### src/rtl/regfile_scoreboard_if.sv
// Register file port bundle: NREAD read ports with busy flags, one write port,
// one reservation port with acceptance, pipeline flush and the busy count.
interface regfile_scoreboard_if #(
  parameter int XLEN  = 32,
  parameter int NREGS = 32,
  parameter int NREAD = 2
);
  localparam int AW = $clog2(NREGS);

  logic [NREAD*AW-1:0]   rd_addr;
  logic [NREAD*XLEN-1:0] rd_data;
  logic [NREAD-1:0]      rd_busy;
  logic                  wr_en;
  logic [AW-1:0]         wr_addr;
  logic [XLEN-1:0]       wr_data;
  logic                  rsv_en;
  logic [AW-1:0]         rsv_addr;
  logic                  rsv_ok;
  logic                  flush;
  logic [AW:0]           busy_cnt;

  // master = decode/writeback side, slave = the register file
  modport master (
    output rd_addr, wr_en, wr_addr, wr_data, rsv_en, rsv_addr, flush,
    input  rd_data, rd_busy, rsv_ok, busy_cnt
  );

  modport slave (
    input  rd_addr, wr_en, wr_addr, wr_data, rsv_en, rsv_addr, flush,
    output rd_data, rd_busy, rsv_ok, busy_cnt
  );
endinterface

### src/rtl/regfile_scoreboard.sv
// Register file with per-register busy scoreboard, write-to-read bypass and async clear.
// Reads/rd_busy/rsv_ok are 0-cycle combinational; a busy register refuses new reservations.
module regfile_scoreboard #(
  parameter int XLEN   = 32,
  parameter int NREGS  = 32,
  parameter int NREAD  = 2,
  parameter int BYPASS = 1
) (
  input  logic                clk,
  input  logic                rst,
  regfile_scoreboard_if.slave bus
);
  localparam int AW = $clog2(NREGS);
  localparam int CW = AW + 1;

  logic [XLEN-1:0]       regs [NREGS];
  logic [NREGS-1:0]      busy;
  logic [NREGS-1:0]      busy_nxt;
  logic [CW-1:0]         cnt;
  logic                  wr_act;
  logic                  rsv_ok;
  logic                  rsv_set;
  logic                  cnt_inc;
  logic                  cnt_dec;
  logic [NREAD*XLEN-1:0] rd_data_c;
  logic [NREAD-1:0]      rd_busy_c;
  logic [AW-1:0]         port_addr;
  logic                  port_hit;

  // A busy register can only be re-reserved when this cycle's write retires it.
  always_comb begin
    wr_act  = bus.wr_en && (bus.wr_addr != '0);
    rsv_ok  = rst && bus.rsv_en && !bus.flush &&
              ((bus.rsv_addr == '0) || !busy[bus.rsv_addr] ||
               (bus.wr_en && (bus.wr_addr == bus.rsv_addr)));
    rsv_set = rsv_ok && (bus.rsv_addr != '0);
    cnt_inc = rsv_set && !busy[bus.rsv_addr];
    cnt_dec = wr_act && busy[bus.wr_addr] &&
              !(rsv_set && (bus.rsv_addr == bus.wr_addr));
  end

  always_comb begin
    busy_nxt = busy;
    if (wr_act) begin
      busy_nxt[bus.wr_addr] = 1'b0;
    end
    if (rsv_set) begin
      busy_nxt[bus.rsv_addr] = 1'b1;
    end
    if (bus.flush) begin
      busy_nxt = '0;
    end
  end

  always_ff @(posedge clk or negedge rst) begin
    if (!rst) begin
      busy <= '0;
      cnt  <= '0;
    end else begin
      busy <= busy_nxt;
      if (bus.flush) begin
        cnt <= '0;
      end else begin
        cnt <= cnt + CW'(cnt_inc) - CW'(cnt_dec);
      end
    end
  end

  // Register 0 is never written, so it stays at its reset value of zero.
  always_ff @(posedge clk or negedge rst) begin
    if (!rst) begin
      for (int i = 0; i < NREGS; i++) begin
        regs[i] <= '0;
      end
    end else if (wr_act) begin
      regs[bus.wr_addr] <= bus.wr_data;
    end
  end

  always_comb begin
    rd_data_c = '0;
    rd_busy_c = '0;
    port_addr = '0;
    port_hit  = 1'b0;
    for (int i = 0; i < NREAD; i++) begin
      port_addr = bus.rd_addr[i*AW +: AW];
      port_hit  = (BYPASS != 0) && bus.wr_en && (bus.wr_addr == port_addr) &&
                  (port_addr != '0);
      if (rst && (port_addr != '0)) begin
        rd_data_c[i*XLEN +: XLEN] = port_hit ? bus.wr_data : regs[port_addr];
        rd_busy_c[i]              = busy[port_addr] && !port_hit;
      end
    end
  end

  assign bus.rd_data  = rd_data_c;
  assign bus.rd_busy  = rd_busy_c;
  assign bus.rsv_ok   = rsv_ok;
  assign bus.busy_cnt = cnt;
endmodule

### src/flat_wrapper.sv
// flat-port wrapper written by rule: the top's interface ports become plain ports
module regfile_scoreboard_flat 
#(
  parameter int XLEN   = 32,
  parameter int NREGS  = 32,
  parameter int NREAD  = 2,
  parameter int BYPASS = 1
)
  (clk, rst, bus_rd_addr, bus_wr_en, bus_wr_addr, bus_wr_data, bus_rsv_en, bus_rsv_addr, bus_flush, bus_rd_data, bus_rd_busy, bus_rsv_ok, bus_busy_cnt);
  regfile_scoreboard_if #(.XLEN(XLEN), .NREGS(NREGS), .NREAD(NREAD)) bus_i ();
  input  logic clk;
  input  logic rst;
  input wire logic [$bits(bus_i.rd_addr)-1:0] bus_rd_addr;
  input wire logic [$bits(bus_i.wr_en)-1:0] bus_wr_en;
  input wire logic [$bits(bus_i.wr_addr)-1:0] bus_wr_addr;
  input wire logic [$bits(bus_i.wr_data)-1:0] bus_wr_data;
  input wire logic [$bits(bus_i.rsv_en)-1:0] bus_rsv_en;
  input wire logic [$bits(bus_i.rsv_addr)-1:0] bus_rsv_addr;
  input wire logic [$bits(bus_i.flush)-1:0] bus_flush;
  output wire logic [$bits(bus_i.rd_data)-1:0] bus_rd_data;
  output wire logic [$bits(bus_i.rd_busy)-1:0] bus_rd_busy;
  output wire logic [$bits(bus_i.rsv_ok)-1:0] bus_rsv_ok;
  output wire logic [$bits(bus_i.busy_cnt)-1:0] bus_busy_cnt;
  assign bus_i.rd_addr = bus_rd_addr;
  assign bus_i.wr_en = bus_wr_en;
  assign bus_i.wr_addr = bus_wr_addr;
  assign bus_i.wr_data = bus_wr_data;
  assign bus_i.rsv_en = bus_rsv_en;
  assign bus_i.rsv_addr = bus_rsv_addr;
  assign bus_i.flush = bus_flush;
  assign bus_rd_data = bus_i.rd_data;
  assign bus_rd_busy = bus_i.rd_busy;
  assign bus_rsv_ok = bus_i.rsv_ok;
  assign bus_busy_cnt = bus_i.busy_cnt;
  regfile_scoreboard #(.XLEN(XLEN), .NREGS(NREGS), .NREAD(NREAD), .BYPASS(BYPASS)) u_core (.clk(clk), .rst(rst), .bus(bus_i));
endmodule
### config.mk
export PLATFORM = sky130hd
export DESIGN_NAME = regfile_scoreboard_flat
export DESIGN_NICKNAME = d
export VERILOG_FILES = /design/src/rtl/regfile_scoreboard_if.sv /design/src/rtl/regfile_scoreboard.sv /design/src/flat_wrapper.sv
export SDC_FILE = /design/constraint.sdc
export NUM_CORES = 2
export LEC_CHECK = 0
export CORE_ASPECT_RATIO = 0.8
export CORE_UTILIZATION = 58
export DETAILED_ROUTE_END_ITERATION = 10
export PLACE_DENSITY_LB_ADDON = 0.1
export SLEW_MARGIN = 20
export SYNTH_ARGS = -nofsm -noshare
export SYNTH_HDL_FRONTEND = slang
export SYNTH_SLANG_ARGS = --single-unit
### constraint.sdc
create_clock -name clk -period 5.3 [get_ports clk]
set_clock_uncertainty 0.15 [all_clocks]
set_input_delay 1.06 -clock clk [delete_from_list [all_inputs] [get_ports clk]]
set_output_delay 1.06 -clock clk [all_outputs]
set_load 0.01 [all_outputs]
==> impl_metrics.prom <==
# TYPE chip_impl_metric gauge
chip_impl_metric{name="numClockSinks",unit=""} 1062
chip_impl_info{name="yosys.area.top_type",value="sky130_fd_sc_hd__dfrtp_1"} 1
chip_impl_info{name="crit_path_cell_trace",value="clkdlybuf4s50_1 > buf_4 > nor3b_2 > buf_12 > buf_4 > a22oi_1 > nand4_1 > nor2_1 > nor3_1 > clkdlybuf4s50_1"} 1
chip_impl_metric{name="grtUsageTotal",unit="%"} 37.4
chip_impl_info{name="rsz0062_at_grt",value="no"} 1
chip_impl_info{name="reg2reg_to",value="u_core.bus.busy_cnt[5]$_DFF_PN0_"} 1
chip_impl_info{name="hp-start",value="u_core.regs[1013]$_DFFE_PN0P_"} 1
chip_impl_info{name="clock_root_buffer",value="sky130_fd_sc_hd__clkbuf_16"} 1
chip_impl_metric{name="post_synth_fa_ha_maj_area_fraction",unit="%"} 0.166
chip_impl_metric{name="drive_above_1_share",unit="%"} 50.6
chip_impl_metric{name="irDropWorstVdd",unit="mV"} 0.289
chip_impl_metric{name="grt_max_degree",unit=""} 183
chip_impl_metric{name="timing.critical_path.buf_inv",unit=""} 5
chip_impl_metric{name="synth.ff_latch_count",unit=""} 1062
chip_impl_metric{name="clkTransAtPathRegs",unit="ns"} 0.06
chip_impl_metric{name="critical-path-max-stage-delay",unit="ns"} 0.68
chip_impl_metric{name="achievable-frequency",unit="GHz"} 0.189
chip_impl_metric{name="postRouteAntennaNets",unit=""} 0
chip_impl_metric{name="initial_core_util",unit="%"} 58.8
chip_impl_metric{name="synth_xor_area_share",unit="%"} 0.276
chip_impl_metric{name="proportion_of_power_drawn_by_flip_flops_and_latches",unit="%"} 44.5
chip_impl_info{name="layout_commonest_cell",value="sky130_fd_sc_hd__dfrtp_1"} 1
chip_impl_info{name="worstSetupStartpoint",value="bus_rd_addr[8]"} 1
chip_impl_metric{name="post-route-worst-setup-slack",unit="ns"} 0.0138
chip_impl_metric{name="dr.first_iter.drc_count",unit=""} 4192
chip_impl_metric{name="clk-insertion-delay-late",unit="ns"} 0.74
chip_impl_metric{name="post_synth_num_cell_types",unit=""} 56
chip_impl_info{name="worst_path_dominant_cell_family",value="buffers and inverters"} 1
chip_impl_metric{name="io_pins",unit=""} 130
chip_impl_metric{name="p_clk_share",unit="%"} 35.3
chip_impl_metric{name="avgSynthCellArea",unit="µm²"} 14.7
chip_impl_metric{name="relative_contribution_of_combinational_cells_to_total_power",unit="%"} 20.2
chip_impl_info{name="most-common-layout-cells",value="sky130_fd_sc_hd__dfrtp_1 (1,062), sky130_fd_sc_hd__mux2_2 (984), sky130_fd_sc_hd__mux4_2 (529)"} 1
chip_impl_metric{name="synth_edf_count",unit=""} 0
chip_impl_info{name="critPathKind",value="in -> out"} 1
chip_impl_metric{name="number_of_cell_rows",unit=""} 102
chip_impl_metric{name="grt_first_pass_wirelength",unit="mm"} 273
chip_impl_info{name="crit_path_end_kind",value="output pin"} 1
chip_impl_metric{name="die_h",unit="µm"} 283
chip_impl_metric{name="netlist_area",unit="µm²"} 57200
chip_impl_metric{name="cts_made_buffers",unit=""} 110
chip_impl_metric{name="dp_hpwl",unit="mm"} 113
chip_impl_metric{name="clk_path_buf_depth",unit=""} 3
chip_impl_metric{name="timing.critical_path.arrival",unit="ns"} 4.08
chip_impl_info{name="postSynth.topFlopCell",value="sky130_fd_sc_hd__dfrtp_1"} 1
chip_impl_metric{name="route.vias.total",unit=""} 38700
chip_impl_metric{name="leakage",unit="nW"} 27.9
chip_impl_metric{name="pin_slew_with_the_least_headroom_to_its_limit",unit="ns"} 1.12
chip_impl_metric{name="p_switching",unit="mW"} 6.49
chip_impl_metric{name="area_share_of_the_leading_cell_type_in_the_synthesized_netlist",unit="%"} 46.5
chip_impl_metric{name="synth_nets",unit=""} 3946
chip_impl_metric{name="grt_pass1_vias",unit=""} 39900
chip_impl_metric{name="period_needed",unit="ns"} 5.29
chip_impl_metric{name="synth_compound_area_share",unit="%"} 4.26
chip_impl_metric{name="globalRoute.totalOverflow",unit=""} 0
chip_impl_metric{name="timing.final.max_slew_violations",unit=""} 0
chip_impl_metric{name="die_x",unit="µm"} 353
chip_impl_metric{name="mux_contribution_to_synthesized_area",unit="%"} 41.3
chip_impl_metric{name="synth-simple-area-share",unit="%"} 3.80
chip_impl_info{name="holdCritPathClass",value="reg -> reg"} 1
chip_impl_info{name="timing.critical_path.from_type",value="primary input"} 1
chip_impl_metric{name="route.detailed.wl_per_inst",unit="µm"} 34.6
chip_impl_metric{name="syn_to_final_growth",unit="%"} 13.7
chip_impl_metric{name="io_buffer_count",unit=""} 129
chip_impl_metric{name="timing.slew.headroom",unit="%"} 25.5
chip_impl_metric{name="design.core.area",unit="µm²"} 97200
chip_impl_metric{name="seq_area_frac_synth",unit="%"} 46.5
chip_impl_metric{name="post-route-drc-count",unit=""} 0
chip_impl_metric{name="timing.hold.worst_path_depth",unit=""} 0
chip_impl_metric{name="ys.warnings.count",unit=""} 0
chip_impl_info{name="worst_path_max_delay_cell",value="sky130_fd_sc_hd__clkdlybuf4s50_1"} 1
chip_impl_metric{name="detail_route.wirelength",unit="mm"} 184
chip_impl_metric{name="design.die.area",unit="µm²"} 99900
chip_impl_metric{name="power_per_cell_area",unit="nW/µm²"} 370
chip_impl_info{name="status",value="completed"} 1
chip_impl_metric{name="overall_power",unit="mW"} 24.1
chip_impl_metric{name="cts_htree_levels",unit=""} 3
chip_impl_metric{name="max-cap-violations",unit=""} 0
chip_impl_metric{name="path_max_fanout",unit=""} 22
chip_impl_info{name="cts_tree",value="built"} 1
chip_impl_metric{name="post_synth_inst_count",unit=""} 3882
chip_impl_metric{name="final.period_utilization",unit="%"} 99.7
chip_impl_info{name="largest_family_of_logic_cells_by_synthesized_area",value="multiplexers"} 1
chip_impl_metric{name="reg2reg_slack",unit="ns"} 1.94
chip_impl_metric{name="swShare",unit="%"} 27.0
chip_impl_metric{name="critPathRequiredTime",unit="ns"} 4.09
chip_impl_metric{name="reg2reg_depth",unit=""} 13
chip_impl_metric{name="async_reset_ff_share",unit="%"} 100
chip_impl_metric{name="drtPass1Iterations",unit=""} 5
chip_impl_metric{name="vias_per_cell",unit=""} 7.26
chip_impl_metric{name="finalSetupViolations",unit=""} 0
chip_impl_info{name="hold-path-endpoint",value="u_core.regs[1013]$_DFFE_PN0P_"} 1
chip_impl_info{name="post_synth_main_area_contributors",value="sky130_fd_sc_hd__dfrtp_1 (46%), sky130_fd_sc_hd__mux4_2 (21%), sky130_fd_sc_hd__mux2_2 (19%)"} 1
chip_impl_metric{name="final-hold-violation-count",unit=""} 0
chip_impl_info{name="rr_startpoint",value="u_core.busy[23]$_DFF_PN0_"} 1
chip_impl_metric{name="whs",unit="ns"} 0.245
chip_impl_metric{name="cellInternalPower",unit="mW"} 17.6
chip_impl_metric{name="grt_antenna_before_repair",unit=""} 0
chip_impl_metric{name="routabilityCongestion",unit=""} 0.889
chip_impl_metric{name="placement.setup.worst_slack",unit="ns"} -0.102
chip_impl_metric{name="finish.net_count",unit=""} 3998
## state kept, by name (all words and copies together) (netlist names)
register	count
u_core.bus.busy_cnt	6
u_core.busy	32
u_core.regs	1024
## kinds of logic (layout without fill, tap and decap cells)
logic type / Yosys count / after routing
multiplexers: 1576 / 1576
flip-flops: 1062 / 1062
buffers and inverters: 467 / 609
AND/OR/NAND/NOR: 419 / 419
AO/OA/AOI/OAI: 333 / 333
XOR/XNOR: 18 / 18
adder cells (fa/ha/maj): 7 / 7
other: 0 / 4
## worst register-to-register path, delay by kind of cell (launching register included)
family | cells | cell delay [ns]
multiplexers | 2 | 0.50
adder cells (fa/ha/maj) | 2 | 0.53
AND/OR/NAND/NOR | 2 | 0.64
buffers and inverters | 1 | 0.07
flip-flops | 1 | 0.46
AO/OA/AOI/OAI | 6 | 0.90
## metal layers
layer	vias to the layer above	GRT usage, %	part of all wire [%]
li1	15200	-	-
met1	20800	52.8	40
met2	2249	55.7	45
met3	475	10.2	10
met4	0	15.0	4.2
met5	-	0	0
## repair_timing
| item | CTS | global route |
|---|---|---|
| cloned | 0 | 0 |
| gates resized for setup | 2 | 4 |
| hold buffers | 1 | 0 |
| setup buffers | 0 | 0 |
| endpoints found under the setup margin | 2 | 3 |
| hold endpoints to repair | 4 | 0 |
| pin swaps | 0 | 1 |
## worst max path at each step
stage,end,slack (ns),cells after the start
floorplan,u_core.bus.busy_cnt[5]$_DFF_PN0_,1.22,16
CTS,bus_rd_data[50],0.04,9
finish,bus_rd_data[35],0.01,10
global route,bus_rd_data[2],0.03,9
detailed placement,bus_rd_data[63],-0.10,9
global placement,bus_rd_data[63],-0.16,10
## through the flow
stage               util (%)  instances  TNS (ns)  area [µm²]
floorplan                  -       3882         0       57200
global placement        62.7       5118    -0.222       60900
detailed placement      62.7       5118    -0.102       61000
CTS                     66.8       5321         0       64900
global route            66.9       5324         0       65000
finish                  66.9       5328         0       65000
## power by group through the flow
stage / combinational (mW) / sequential (mW) / clock [mW]
after floorplan: 3.53 / 10.4 / 0
after global placement: 4.64 / 10.6 / 0
after detailed placement: 4.81 / 10.8 / 0
after CTS: 4.84 / 10.7 / 8.57
after global routing: 5.16 / 10.9 / 8.88
final: 4.86 / 10.7 / 8.49
## cells in the mapped netlist, types with 4 or more instances
cell type	count
sky130_fd_sc_hd__dfrtp_1	1062
sky130_fd_sc_hd__mux2_2	984
sky130_fd_sc_hd__mux4_2	529
sky130_fd_sc_hd__a22oi_1	250
sky130_fd_sc_hd__clkbuf_1	205
sky130_fd_sc_hd__buf_2	156
sky130_fd_sc_hd__nor2_1	128
sky130_fd_sc_hd__nand2_1	77
sky130_fd_sc_hd__nand4_1	65
sky130_fd_sc_hd__mux2i_1	63
sky130_fd_sc_hd__buf_1	51
sky130_fd_sc_hd__nor3_1	39
sky130_fd_sc_hd__buf_4	35
sky130_fd_sc_hd__o21ai_0	27
sky130_fd_sc_hd__nand3b_1	24
sky130_fd_sc_hd__nand2b_1	16
sky130_fd_sc_hd__inv_1	15
sky130_fd_sc_hd__xor2_1	11
sky130_fd_sc_hd__nor2b_1	10
sky130_fd_sc_hd__nand3_1	9
sky130_fd_sc_hd__and3b_1	8
sky130_fd_sc_hd__nor3b_1	8
sky130_fd_sc_hd__o21ai_1	8
sky130_fd_sc_hd__o22ai_1	8
sky130_fd_sc_hd__o21ai_2	7
sky130_fd_sc_hd__xnor2_1	7
sky130_fd_sc_hd__ha_1	6
sky130_fd_sc_hd__o221ai_1	6
sky130_fd_sc_hd__o32ai_1	6
sky130_fd_sc_hd__nor4_1	5
sky130_fd_sc_hd__a21oi_1	4
sky130_fd_sc_hd__and3_1	4
sky130_fd_sc_hd__buf_6	4
sky130_fd_sc_hd__nand2_2	4
sky130_fd_sc_hd__nor3b_2	4
## cell type report
| type | instances | area, µm² |
|---|---|---|
| clock inverter | 43 | 663 |
| sequential | 1062 | 26600 |
| clock buffer | 159 | 3280 |
| fill | 6825 | 32200 |
| inverter | 15 | 56.3 |
| timing repair buffer | 392 | 4090 |
| antenna | 4 | 10.0 |
| multi-input combinational | 2353 | 28700 |
| tap | 1300 | 1630 |
(Power assumes the default switching activity.)
